## config.mk

```make
export PLATFORM = sky130hd
export DESIGN_NAME = irq_trap_ctrl
export DESIGN_NICKNAME = d
export VERILOG_FILES = /design/src/rtl/irq_trap_ctrl_pkg.sv /design/src/rtl/irq_trap_ctrl_prio_enc.sv /design/src/rtl/irq_trap_ctrl.sv
export SDC_FILE = /design/constraint.sdc
export NUM_CORES = 1
export LEC_CHECK = 0
export CAP_MARGIN = 20
export CORE_MARGIN = 4
export CORE_UTILIZATION = 28
export DETAILED_ROUTE_END_ITERATION = 7
export PLACE_DENSITY = 0.91
export SYNTH_ARGS = -nofsm -noshare
export SYNTH_HDL_FRONTEND = slang
export SYNTH_SLANG_ARGS = --single-unit
```

## constraint.sdc

```tcl
create_clock -name clk -period 1.5 [get_ports clk]
set_input_delay 0.225 -clock clk [delete_from_list [all_inputs] [get_ports clk]]
set_output_delay 0.225 -clock clk [all_outputs]
set_load 0.005 [all_outputs]
```

## src/rtl/irq_trap_ctrl_pkg.sv

```systemverilog
// Purpose: shared constants for the interrupt/trap sequencer (CSR addresses, FSM state encoding).
// Latency: n/a (definitions only).
// Backpressure: n/a.
// Contents:
//    CSR_MIE / CSR_MIP   machine interrupt-enable / interrupt-pending CSR addresses
//    trap_state_t        trap sequencer states IDLE..EXIT (3-bit encoding)
package irq_trap_ctrl_pkg;

   localparam logic [11:0] CSR_MIE = 12'h304;
   localparam logic [11:0] CSR_MIP = 12'h344;

   typedef enum logic [2:0] {
      TRAP_IDLE    = 3'd0,
      TRAP_DRAIN   = 3'd1,
      TRAP_ENTRY   = 3'd2,
      TRAP_HANDLER = 3'd3,
      TRAP_EXIT    = 3'd4
   } trap_state_t;

endpackage

```

## src/rtl/irq_trap_ctrl_prio_enc.sv

```systemverilog
// Purpose: fixed-priority encoder, the lowest set request bit wins.
// Latency: combinational, 0 cycles.
// Backpressure: none; the output follows the input every cycle.
// Ports:
//    req   in   NUM_IRQ  qualified request vector
//    vld   out  1        at least one request set
//    idx   out  4        index of the lowest set bit (0 when vld is low)
module irq_prio_enc #(
   parameter int NUM_IRQ = 8
) (
   input  logic [NUM_IRQ-1:0] req,
   output logic               vld,
   output logic [3:0]         idx
);

   always_comb begin
      vld = |req;
      idx = 4'd0;
      // Scan from the top down so the lowest set bit is the last assignment.
      for (int i = NUM_IRQ - 1; i >= 0; i--) begin
         if (req[i]) idx = 4'(i);
      end
   end

endmodule

```

## src/rtl/irq_trap_ctrl.sv

```systemverilog
// Purpose: interrupt arbiter and trap sequencer for the machine-mode CSR file.
// Latency: qualified request -> DRAIN next cycle -> ENTRY pulse the cycle after pipe_drained.
// Backpressure: waits in DRAIN (pipe_flush held) until pipe_drained; no inputs are ever stalled.
// Ports:
//    clk, rst_n                          clock, asynchronous active-low reset
//    irq_src[NUM_IRQ]                    interrupt request lines
//    int_mstatus_mie                     global enable from mstatus
//    CSR_IDX_wb/CSRdata_wb/CSRen_wb      CSR writeback (mie is written at CSR_MIE)
//    mie_val/mip_val                     zero-extended mie and pending vectors for the CSR read mux
//    pipe_flush/pipe_drained             drain handshake with the pipeline
//    mret_valid                          mret retiring
//    trap_entry_en/trap_exit_en          one-cycle pulses to the CSR file
//    int_index                           winning source, held until the next arbitration
//    pc_redirect                         fetch loads trap_entry_pc (with trap_entry_en)
//    in_handler                          high while in HANDLER
// Build option: IRQ_EDGE_LATCH_EN selects rising-edge latched pending bits instead of level sources.
module irq_trap_ctrl
   import irq_trap_ctrl_pkg::*;
#(
   parameter int                 NUM_IRQ = 8,
   parameter logic [NUM_IRQ-1:0] MIE_RST = {NUM_IRQ{1'b1}}
) (
   input  logic               clk,
   input  logic               rst_n,
   input  logic [NUM_IRQ-1:0] irq_src,
   input  logic               int_mstatus_mie,
   input  logic [11:0]        CSR_IDX_wb,
   input  logic [31:0]        CSRdata_wb,
   input  logic               CSRen_wb,
   output logic [31:0]        mie_val,
   output logic [31:0]        mip_val,
   output logic               pipe_flush,
   input  logic               pipe_drained,
   input  logic               mret_valid,
   output logic               trap_entry_en,
   output logic               trap_exit_en,
   output logic [3:0]         int_index,
   output logic               pc_redirect,
   output logic               in_handler
);

   trap_state_t        state, state_nxt;
   logic [NUM_IRQ-1:0] mie;
   logic [NUM_IRQ-1:0] pending;
   logic [NUM_IRQ-1:0] req;
   logic               win_vld;
   logic [3:0]         win_idx;
   logic               take_irq;

   // Upper writeback bits have no mie storage behind them.
   logic unused_csr_bits;
   assign unused_csr_bits = ^CSRdata_wb[31:NUM_IRQ];

   // ---------------- mie register ----------------
   always_ff @(posedge clk or negedge rst_n) begin
      if (!rst_n) begin
         mie <= MIE_RST;
      end else if (CSRen_wb && (CSR_IDX_wb == CSR_MIE)) begin
         mie <= CSRdata_wb[NUM_IRQ-1:0];
      end
   end

   // ---------------- pending vector ----------------
`ifdef IRQ_EDGE_LATCH_EN
   logic [NUM_IRQ-1:0] irq_prev;
   logic [NUM_IRQ-1:0] irq_rise;
   logic [NUM_IRQ-1:0] pend_clr;

   assign irq_rise = irq_src & ~irq_prev;

   // Only the source being entered is acknowledged; others stay latched.
   always_comb begin
      pend_clr = '0;
      for (int i = 0; i < NUM_IRQ; i++) begin
         pend_clr[i] = (state == TRAP_ENTRY) && (int_index == 4'(i));
      end
   end

   // A rise coinciding with the clear is ORed in after it, so it survives.
   always_ff @(posedge clk or negedge rst_n) begin
      if (!rst_n) begin
         irq_prev <= '0;
         pending  <= '0;
      end else begin
         irq_prev <= irq_src;
         pending  <= (pending & ~pend_clr) | irq_rise;
      end
   end
`else
   assign pending = irq_src;
`endif

   assign req     = pending & mie;
   assign mie_val = {{(32-NUM_IRQ){1'b0}}, mie};
   assign mip_val = {{(32-NUM_IRQ){1'b0}}, pending};

   irq_prio_enc #(.NUM_IRQ(NUM_IRQ)) u_prio_enc (
      .req (req),
      .vld (win_vld),
      .idx (win_idx)
   );

   assign take_irq = win_vld && int_mstatus_mie;

   // ---------------- FSM ----------------
   always_ff @(posedge clk or negedge rst_n) begin
      if (!rst_n) begin
         state     <= TRAP_IDLE;
         int_index <= 4'd0;
      end else begin
         state <= state_nxt;
         // Winner is committed on entry to DRAIN; later source/mie changes cannot cancel it.
         if (state == TRAP_IDLE && take_irq) int_index <= win_idx;
      end
   end

   always_comb begin
      state_nxt = state;
      unique case (state)
         // An interrupt beats a simultaneous mret; that mret is flushed.
         TRAP_IDLE: begin
            if (take_irq)        state_nxt = TRAP_DRAIN;
            else if (mret_valid) state_nxt = TRAP_EXIT;
         end
         TRAP_DRAIN:   if (pipe_drained) state_nxt = TRAP_ENTRY;
         TRAP_ENTRY:   state_nxt = TRAP_HANDLER;
         TRAP_HANDLER: if (mret_valid) state_nxt = TRAP_EXIT;
         TRAP_EXIT:    state_nxt = TRAP_IDLE;
         default:      state_nxt = TRAP_IDLE;
      endcase
   end

   // Moore outputs.
   always_comb begin
      pipe_flush    = (state == TRAP_DRAIN) || (state == TRAP_ENTRY);
      trap_entry_en = (state == TRAP_ENTRY);
      pc_redirect   = (state == TRAP_ENTRY);
      trap_exit_en  = (state == TRAP_EXIT);
      in_handler    = (state == TRAP_HANDLER);
   end

endmodule

```

======== Word level (Yosys, flattened, before mapping) ========
Cells that the tools add are included.
storage, ports and cells
  register bits ........................... 15
  input port bits ......................... 58
  output and inout port bits .............. 73
  logic and storage cells ................. 28
cells by class
  eq/ne operators ......................... 6
  mux-type cells .......................... 12
  bitwise logic cells ..................... 1
  reductions and logical operators ........ 6
operators with widths
  cell                    count
  $mux W3                 11
  $eq A12 B10 Y1 const B  1
  $pmux W3 S4             1
  $and A8 B8 Y8           1
  $reduce_or A8 Y1        1
  $eq A3 B2 Y1 const B    2
  $eq A3 B1 Y1 const B    1
  $eq A3 B3 Y1 const B    1
  $logic_and A1 B1 Y1     3
  $logic_not A3 Y1        1
  $ne A2 B2 Y1 const B    1
  $logic_or A1 B1 Y1      1

======== Longest topological paths before layout ========
  depth after elaboration ................. 9
  mapped depth ............................ 4
  gate-level depth less buffers ........... 4

======== Modules after synthesis ========
Synthesis repeated with hierarchy kept, for this count alone.
second synthesis, totals
  cells, all modules ...................... 131
  area, all modules ....................... 1291.2 um^2
by module, submodules not included
  module         instances  cells each  area an instance (um^2)  seq. area each (um^2)
  irq_trap_ctrl  1          116         1198.6                   385.4
  irq_prio_enc   1          15          92.6                     0.0

======== Worst setup path before layout ========
OpenSTA, ideal clock, no wires.
  path kind ............................... in2reg
  start ................................... input port CSR_IDX_wb[3]
  end ..................................... register mie[0]
  library setup time ...................... 82 ps
  arrival time ............................ 1400 ps
  required time ........................... 1418 ps
  slack ................................... 18 ps
  stages .................................. 4
  path buffers ............................ 0
  path through ............................ or4b_1 > nor3_2 > nand4_4 > mux2_2
on the way
  longest elaborated chain between the ends .. 2
RTL lines
  element                 line                 text
  start: declaration      irq_trap_ctrl.sv:27  input logic [11:0] CSR_IDX_wb,
  $eq A12 B10 Y1          irq_trap_ctrl.sv:58  end else if (CSRen_wb && (CSR_IDX_wb == CSR_MIE)) begin
  $logic_and A1 B1 Y1     irq_trap_ctrl.sv:58
  end signal: assignment  irq_trap_ctrl.sv:59  mie <= CSRdata_wb[NUM_IRQ-1:0];
  end: declaration        irq_trap_ctrl.sv:43  logic [NUM_IRQ-1:0] mie;
No other way between the ends.
A chain may end at the register's enable or synchronous reset.

======== Worst setup path after layout ========
  start ................................... register state[1]
  end ..................................... output port pipe_flush
on the way
  longest elaborated chain between the ends .. 2
  elaborated cells between the ends (all ways) .. 3
  classes of those cells .................. 2 x eq/ne; 1 x reduce/logical
RTL lines
  element                                       line                  text
  start: declaration                            irq_trap_ctrl.sv:42   trap_state_t state, state_nxt;
  start signal: assignment                      irq_trap_ctrl.sv:111  state <= state_nxt;
  $eq A3 B1 Y1 or $eq A3 B2 Y1 (tied branches)  irq_trap_ctrl.sv:135  pipe_flush = (state == TRAP_DRAIN) || (state == TRAP_ENTRY);
  $logic_or A1 B1 Y1 (*)                        irq_trap_ctrl.sv:135
  end: declaration                              irq_trap_ctrl.sv:32   output logic pipe_flush,
Every way passes the cells marked *; elsewhere a longest branch is shown, timed or not.

==> out/metrics.yaml <==
grt.overflow.total: 0
postPlaceCellArea_um2: 1730
clock.fmax_ghz: 0.684
clk_pin_slew_ns: 0.06
io_pins: 131
outcome: "finished, final reports clean"
stdcell_area_um2: 1850
drc_errors: 0
ant_nets: 0
fillCellCount: 393
cts_tree: "yes"
ctsLongestPathBuffers: 2
ys_top_cells_by_area: "buf_4 36%, dfstp_2 17%, dfrtp_1 12%, mux2_2 10%, a22oi_1 3.1%"
drtIter0Drc: 16
rsz0062_at_grt: "true"
hold_viol: 0
holdBufCountCts: 0
avgViaCountPerCell: 4.13
synth_top_area_frac: 0.359
routed_wl_um: 3380
grt_pass1_wl_um: 5040
ys_seq_area_frac: 0.297
reg2reg_depth: 4
hp-class: "in -> async"
vias: 1056
cts_buffers: 3
crit_path_max_fanout: 4
finalClockSkew_ns: 0.00258
core_um2: 4090
min_period_over_period: 0.975
drt_pass1_iterations: 4
clock_latency_ns: 0.24
final_nets: 265
synthArstFlopShare: 1.00
num_rows: 23
track_usage: 0.119
globalplace.congestion: 0.712
cp_slowest_cell: "dfrtp_2"
worstSetupPathType: "reg -> out"
post-route-min-period_ns: 1.46
report.final.slew_viol_count: 0
ys.flop_type: "dfstp_2"
die_x_um: 73.8
p_total_mw: 1.48
setup_violations: 0
syn_inst: 130
synth_top_area_cell: "buf_4"
cts_max_level: 1
critical_path_arrival_ns: 1.24
grt_pass1_vias: 1041
fin_ws_ns: 0.0370
antenna_found_initial: 0
max_stage_delay_ns: 0.42
initial_core_util: 0.297
dpl.hpwl_um: 2670
cellPowerDensity_nw_per_um2: 800
yosysUniqueCellTypes: 30
layout-drive-gt1-share: 0.325
design.die.area_um2: 5450
synth_area_um2: 1210
start_kind: "register"
io_buffers: 57
cts_root_buf: "clkbuf_8"
required_ns: 1.27
grt_max_degree: 15
antenna_cells: 0
clkSinkCount: 14
post_drt_wl_per_cell_um: 13.2
synth_edf_count: 0
synth.most_common_cell: "buf_4"
end_kind: "output port"
netlist_top_cells_count: "58 x buf_4, 11 x mux2_2, 10 x nand2_1, 8 x dfstp_2, 6 x dfrtp_1"
areaGrowthSynthToFinish_pct: 52.4
yosys_warnings: 0
p_leak_nw: 0.978
syn_area_per_cell_um2: 9.33
crit_chain: "buf_4 > xnor2_1 > nor2_1 > clkdlybuf4s15_1"
preCtsSetupSlack_ns: -0.473
die_h_um: 73.8
maxCapViolCount: 0
peakVddDrop_mv: 0.245
synth-seq-cells: 14
-- power breakdown --
| group | leakage [nW] | switching, mW | total, mW | internal [mW] |
|---|---|---|---|---|
| Combinational | 0.793 | 0.272 | 0.650 | 0.378 |
| Clock | 0.0288 | 0.133 | 0.366 | 0.232 |
| Sequential | 0.156 | 0.0367 | 0.462 | 0.426 |
| Total | 0.978 | 0.442 | 1.48 | 1.04 |
-- cell type report --
| type | count | area [um2] | area share |
|---|---|---|---|
| Clock buffer | 4 | 55.1 | 0.0298 |
| Timing Repair Buffer | 84 | 732 | 0.396 |
| Sequential cell | 14 | 363 | 0.196 |
| Multi-Input combinational cell | 103 | 632 | 0.342 |
| Inverter | 1 | 3.75 | 0.00203 |
| Tap cell | 50 | 62.6 | 0.0339 |
-- routing by layer --
metal  part of all wire  up-vias  global-route usage
met5                  0        -                   0
met4             0.0027        0              0.0181
met3              0.089        2              0.0328
met2               0.55       54               0.225
met1               0.36      515               0.132
li1                   -      485                   -
-- worst max-delay path: cells and delay by family (launching register included) --
family | cells | cell delay (ns)
flip-flops | 1 | 0.42
buffers and inverters | 2 | 0.36
XOR/XNOR | 1 | 0.12
AND/OR/NAND/NOR | 1 | 0.10
-- through the flow --
stage	util	hold WS [ns]	setup TNS, ns	instances
floorplan	-	-0.0706	0	178
global placement	0.424	0.491	-5.11	245
detailed placement	0.424	0.503	-5.41	245
CTS	0.444	0.300	0	252
global route	0.452	0.309	-0.101	256
finish	0.452	0.293	0	256
-- registers in the layout (all words and copies together), names as in the netlist --
name / flops
mie: 8
state: 3
int_index: 3
-- cells by family after synthesis --
kind of cell	synth area share
buf+inv	0.368
simple gates	0.134
compound gates	0.0795
flops	0.297
mux	0.110
xor+xnor	0.00723
other cells	0.00309
-- path summary, 6_finish.rpt --
check | slack, ns | end | startpoint
max | 0.04 | pipe_flush | state[1]
min | 0.29 | int_index[0] | rst_n
max reg2reg | 0.09 | int_index[0] | mie[6]
min reg2reg | 0.52 | int_index[0] | int_index[0]
max in group asynchronous | 0.97 | mie[1] | rst_n
min in group clk | 0.48 | int_index[1] | irq_src[1]
-- cells in the final DEF (no fill, tap or decap), drive strengths merged, types with 2 or more instances in the layout --
master	n
a21oi	4
nor2	3
buf	29
mux2	11
dlygate4sd2	17
dfrtp	6
clkdlybuf4s50	28
clkdlybuf4s15	2
clkbuf	8
and2	2
nor3	2
nand2	10
dlymetal6s2s	4
nand3	2
conb	49
nand4	2
a22oi	5
dfstp	8
-- timing repair --
action | 4_1_cts | 5_1_grt
pin swaps | 5 | 9
hold endpoints to repair | 0 | 0
resized for setup | 41 | 14
setup buffers | 3 | 4
endpoints found under the setup margin | 30 | 16
gates cloned | 0 | 0
(Power assumes the default switching activity.)
